===== config.mk =====
export PLATFORM = sky130hd
export DESIGN_NAME = comparador_serial
export DESIGN_NICKNAME = d
export VERILOG_FILES = /design/src/rtl/comparador_pkg.sv /design/src/rtl/comparador_bit.sv /design/src/rtl/comparador_serial.sv
export SDC_FILE = /design/constraint.sdc
export NUM_CORES = 1
export LEC_CHECK = 0
export CAP_MARGIN = 10
export CORE_ASPECT_RATIO = 1.4
export CORE_MARGIN = 5
export CORE_UTILIZATION = 50
export DETAILED_ROUTE_END_ITERATION = 7
export PLACE_DENSITY = 0.78
export SETUP_SLACK_MARGIN = 0.4
export SYNTH_ARGS = -nofsm -noshare
export SYNTH_HDL_FRONTEND = slang
export SYNTH_SLANG_ARGS = --single-unit

===== constraint.sdc =====
create_clock -name clk -period 3.9 [get_ports clk]
set_input_delay 0.78 -clock clk [delete_from_list [all_inputs] [get_ports clk]]
set_output_delay 0.78 -clock clk [all_outputs]
set_load 0.05 [all_outputs]

===== src/rtl/comparador_pkg.sv =====
// comparador_pkg: shared types and helpers for the bit-serial magnitude
// comparator (comparador_serial) and its 1-bit compare cell.
package comparador_pkg;

   // Controller states: waiting, scanning one bit per cycle, presenting result.
   typedef enum logic [1:0] {
      IDLE = 2'd0,
      SCAN = 2'd1,
      DONE = 2'd2
   } state_t;

   // Width of the bit-index counter: clog2(width), never below 1 bit.
   function automatic int idx_w(input int width);
      int w;
      w = $clog2(width);
      return (w < 1) ? 1 : w;
   endfunction

endpackage


===== src/rtl/comparador_bit.sv =====
// comparador_bit: combinational 1-bit magnitude cell. At the sign position
// of a two's-complement operand a set bit means "smaller", so the sense of
// the comparison is swapped there.
module comparador_bit (
   input  logic a_bit,
   input  logic b_bit,
   input  logic sign_pos,
   output logic bit_gt,
   output logic bit_lt
);

   logic raw_gt;
   logic raw_lt;

   assign raw_gt = a_bit & ~b_bit;
   assign raw_lt = ~a_bit & b_bit;

   // Swap the sense only at the sign bit.
   assign bit_gt = sign_pos ? raw_lt : raw_gt;
   assign bit_lt = sign_pos ? raw_gt : raw_lt;

endmodule


===== src/rtl/comparador_serial.sv =====
// comparador_serial: clocked MSB-first bit-serial magnitude comparator with
// start/done handshake and early exit on the first differing bit.
// Optional build macro COMPARADOR_SIGNED_EN: treat operands as two's
// complement (sign bit compared with inverted sense). Undefined: unsigned.
module comparador_serial
   import comparador_pkg::*;
#(
   parameter int WIDTH = 8
) (
   input  logic             clk,
   input  logic             rst,
   input  logic             start,
   input  logic [WIDTH-1:0] a,
   input  logic [WIDTH-1:0] b,
   output logic             busy,
   output logic             done,
   output logic             gt,
   output logic             eq,
   output logic             lt
);

   localparam int IW = idx_w(WIDTH);
   localparam logic [IW-1:0] IDX_MSB = IW'(WIDTH - 1);

   state_t           state;
   logic [WIDTH-1:0] ra;
   logic [WIDTH-1:0] rb;
   logic [IW-1:0]    idx;

   logic sign_pos;
   logic bit_gt;
   logic bit_lt;

`ifdef COMPARADOR_SIGNED_EN
   // Only the MSB carries the sign.
   assign sign_pos = (idx == IDX_MSB);
`else
   assign sign_pos = 1'b0;
`endif

   comparador_bit u_bit (
      .a_bit    (ra[idx]),
      .b_bit    (rb[idx]),
      .sign_pos (sign_pos),
      .bit_gt   (bit_gt),
      .bit_lt   (bit_lt)
   );

   // Controller, index counter and registered outputs in one sequential block.
   // NOTE: state registers use non-blocking assignments so every register
   // samples the pre-edge value of the others, independent of statement order.
   always_ff @(posedge clk or posedge rst) begin
      if (rst) begin
         state <= IDLE;
         ra    <= '0;
         rb    <= '0;
         idx   <= '0;
         busy  <= 1'b0;
         done  <= 1'b0;
         gt    <= 1'b0;
         eq    <= 1'b0;
         lt    <= 1'b0;
      end else begin
         case (state)
            IDLE, DONE: begin
               // done is a single-cycle pulse; results hold until next accept.
               done <= 1'b0;
               if (start) begin
                  ra    <= a;
                  rb    <= b;
                  idx   <= IDX_MSB;
                  gt    <= 1'b0;
                  eq    <= 1'b0;
                  lt    <= 1'b0;
                  busy  <= 1'b1;
                  state <= SCAN;
               end else begin
                  state <= IDLE;
               end
            end
            SCAN: begin
               if (bit_gt || bit_lt) begin
                  gt    <= bit_gt;
                  lt    <= bit_lt;
                  done  <= 1'b1;
                  busy  <= 1'b0;
                  state <= DONE;
               end else if (idx == '0) begin
                  eq    <= 1'b1;
                  done  <= 1'b1;
                  busy  <= 1'b0;
                  state <= DONE;
               end else begin
                  idx <= idx - 1'b1;
               end
            end
            default: begin
               busy  <= 1'b0;
               done  <= 1'b0;
               state <= IDLE;
            end
         endcase
      end
   end

endmodule


==> impl_metrics.json <==
{
  "critPathBufInv": 1,
  "cts.reportedPaths.clkPinSlew_ns": 0.12,
  "ys_seq_elements": 25,
  "rr_endpoint": "lt",
  "postSynth.asyncResetShare_pct": 100.0,
  "status": "finished clean",
  "viasPerCell": 5.474,
  "cts_tree": "built",
  "start_util_pct": 50.67,
  "clock_path_buffers": 2,
  "grt_antenna_before_repair": 0,
  "yosysWarnings": 0,
  "finalPower_mw": 1.043,
  "yosysTopAreaCellShare_pct": 52.80,
  "power.leakage_nw": 0.6654,
  "postCtsSetupBuffers": 0,
  "post_cts_resized": 0,
  "synth_edf_count": 0,
  "cp.required_ns": 3.12,
  "drive_gt1_share_pct": 17.86,
  "antenna_cells": 0,
  "ctsHoldBuffers": 0,
  "max_freq_ghz": 0.4279,
  "avgSynthCellArea_sq_um": 13.46,
  "worst_ep_arrival_time_ns": 1.56,
  "p_seq_share_pct": 43.2,
  "grt.total_usage_pct": 12.89,
  "core_area_sq_um": 2338,
  "power_frac_clock_pct": 10.6,
  "rsz0062_at_grt": "no",
  "synthFlopType": "dfrtp_1",
  "slowest_stage": "clkdlybuf4s50_1",
  "root_buffer": "clkbuf_4",
  "relSlewSlack_pct": 38.62,
  "grt_pass1_wl_um": 3312,
  "globalplace.congestion": 0.7690,
  "post-route-period-util_pct": 59.92,
  "start_kind": "flop",
  "synth_top_cell_by_area": "dfrtp_1",
  "p_sw_uw": 368.5,
  "grt_max_degree": 26,
  "dp_hpwl_um": 1528,
  "synth_common_cells": "dfrtp_1, mux2_2, nand2_1, nor2_1",
  "fin_nets": 136,
  "num_vias": 739,
  "syn_inst": 88,
  "hold_path_end": "eq",
  "cts_buffers": 3,
  "r2r_cells": 7,
  "power.density_nw_per_um2": 720.8,
  "drv_cap": 0,
  "synth_area_sq_um": 1185,
  "num_rows": 21,
  "ctsHtreeMaxLevel": 1,
  "timing.rr.start": "idx[0]",
  "ys_seq_area_share_pct": 52.80,
  "grt_pass1_vias": 771,
  "clk_latency_ns": 0.31,
  "cp_top_family": "buffers and inverters",
  "first_pass_iters": 3,
  "final_max_slew_viol_count": 0,
  "dp.cells": 131,
  "synth_area_leaders": "dfrtp_1, mux2_2, mux4_1",
  "wl_per_cell_um": 14.69,
  "synth.distinct_cells": 21,
  "ant_nets": 0,
  "detail_route.wirelength_um": 1983,
  "reg2reg_slack_ns": 1.57,
  "hold_viol": 0,
  "skew_ns": 0.003259,
  "vdd_ir_drop_max_mv": 0.4100,
  "critPathMaxStageDelay_ns": 0.82,
  "synth.most_common_cell": "dfrtp_1",
  "die-area_sq_um": 3457,
  "hold_path_class": "reg -> reg",
  "fp.dieW_um": 51.14,
  "synth_fp_nets": 111,
  "path_class": "reg -> out",
  "drtIter0Drc": 11,
  "fin_tns_setup_ns": 0,
  "p_int_uw": 674.9,
  "crit_fanout": 5,
  "io_pins": 24,
  "grt_overflow": 0,
  "crit_chain": "clkdlybuf4s50_1",
  "die_y_um": 67.60,
  "cts.sinks": 25,
  "power_frac_comb_pct": 46.2,
  "area_growth_pct": 22.18,
  "switching_share_pct": 35.32,
  "hold_depth": 2,
  "layoutNonFillerInstCount": 135,
  "io_buffers": 23,
  "min_period_ns": 2.337,
  "worstHoldStart": "eq",
  "critPathCaptureType": "output pin",
  "worst-slew-pin-transition_ns": 0.9198,
  "setup_viol": 0,
  "drc_errors": 0
}
cell families (layout without fill, tap and decap cells):
group | after synthesis | count (layout) | share of synthesized area (%)
AOI/OAI and AO/OA | 6 | 6 | 3.591
buffers and inverters | 8 | 32 | 3.800
DFF | 25 | 25 | 52.80
adders and majority gates | 4 | 4 | 4.224
and+or+nand+nor | 23 | 23 | 9.822
muxes | 22 | 22 | 25.77
area by class of cell:
class / count / area (sq um)
repair buffers: 24 / 237.7
well taps: 23 / 28.78
inverters: 4 / 15.01
clock buffers: 4 / 26.28
multi-input cells: 55 / 514.2
fillers: 181 / 890.9
flip-flops and latches: 25 / 625.6
stage by stage:
stage                     setup WS [ns]  utilization (%)  hold WS (ns)  area [sq um]
after floorplan                   1.822                -        0.4718          1185
after global placement            1.699            60.78        0.4798          1421
after detailed placement          1.590            60.78        0.4877          1421
after CTS                         1.556            61.90        0.5165          1448
after global routing              1.401            61.90        0.5313          1448
final                             1.563            61.90        0.5086          1448
state kept, by name, summed over array words and instances (netlist names):
signal	flops
lt	1
idx	3
ra	8
busy	1
done	1
rb	8
gt	1
eq	1
state	1
power by group through the flow:
stage,clock network [mW],registers (mW),logic (mW)
detailed placement,0,0.460,0.486
global placement,0,0.453,0.462
finish,0.111,0.451,0.482
floorplan,0,0.463,0.366
CTS,0.114,0.453,0.487
global route,0.125,0.468,0.533
cells in the final DEF (no fill, tap or decap):
master and n:
and3b_1 1, dfrtp_1 25, mux2i_1 2, a21oi_1 2, nor2b_1 1, nor2_1 7, nand2b_1 3, nor3b_1 1
a211o_1 1, ha_1 4, inv_1 4, buf_4 1, and2_1 2, mux2_2 16, clkbuf_4 3, and4b_1 1
a31oi_1 1, a22o_1 2, mux4_1 4, clkdlybuf4s50_1 23, clkbuf_1 1, nand2_1 7
worst max-delay path by stage:
stage | startpoint | to | slack (ns) | depth (start not counted)
2_1_floorplan | idx[0] | gt | 1.82 | 8
3_3_place_gp | idx[0] | gt | 1.70 | 7
3_5_place_dp | idx[0] | lt | 1.59 | 7
4_1_cts | done | done | 1.56 | 1
5_1_grt | idx[0] | lt | 1.40 | 7
6_report | done | done | 1.56 | 1
metal layers:
| metal | vias to the layer above | global-route usage [%] | wire length (um) |
|---|---|---|---|
| met5 | - | 0 | 0 |
| met4 | 0 | 5.051 | 26 |
| met3 | 4 | 1.987 | 72 |
| met2 | 15 | 24.35 | 1098 |
| met1 | 364 | 14.20 | 785 |
| li1 | 356 | - | - |
Note: power is estimated with default switching activity, not from simulation.
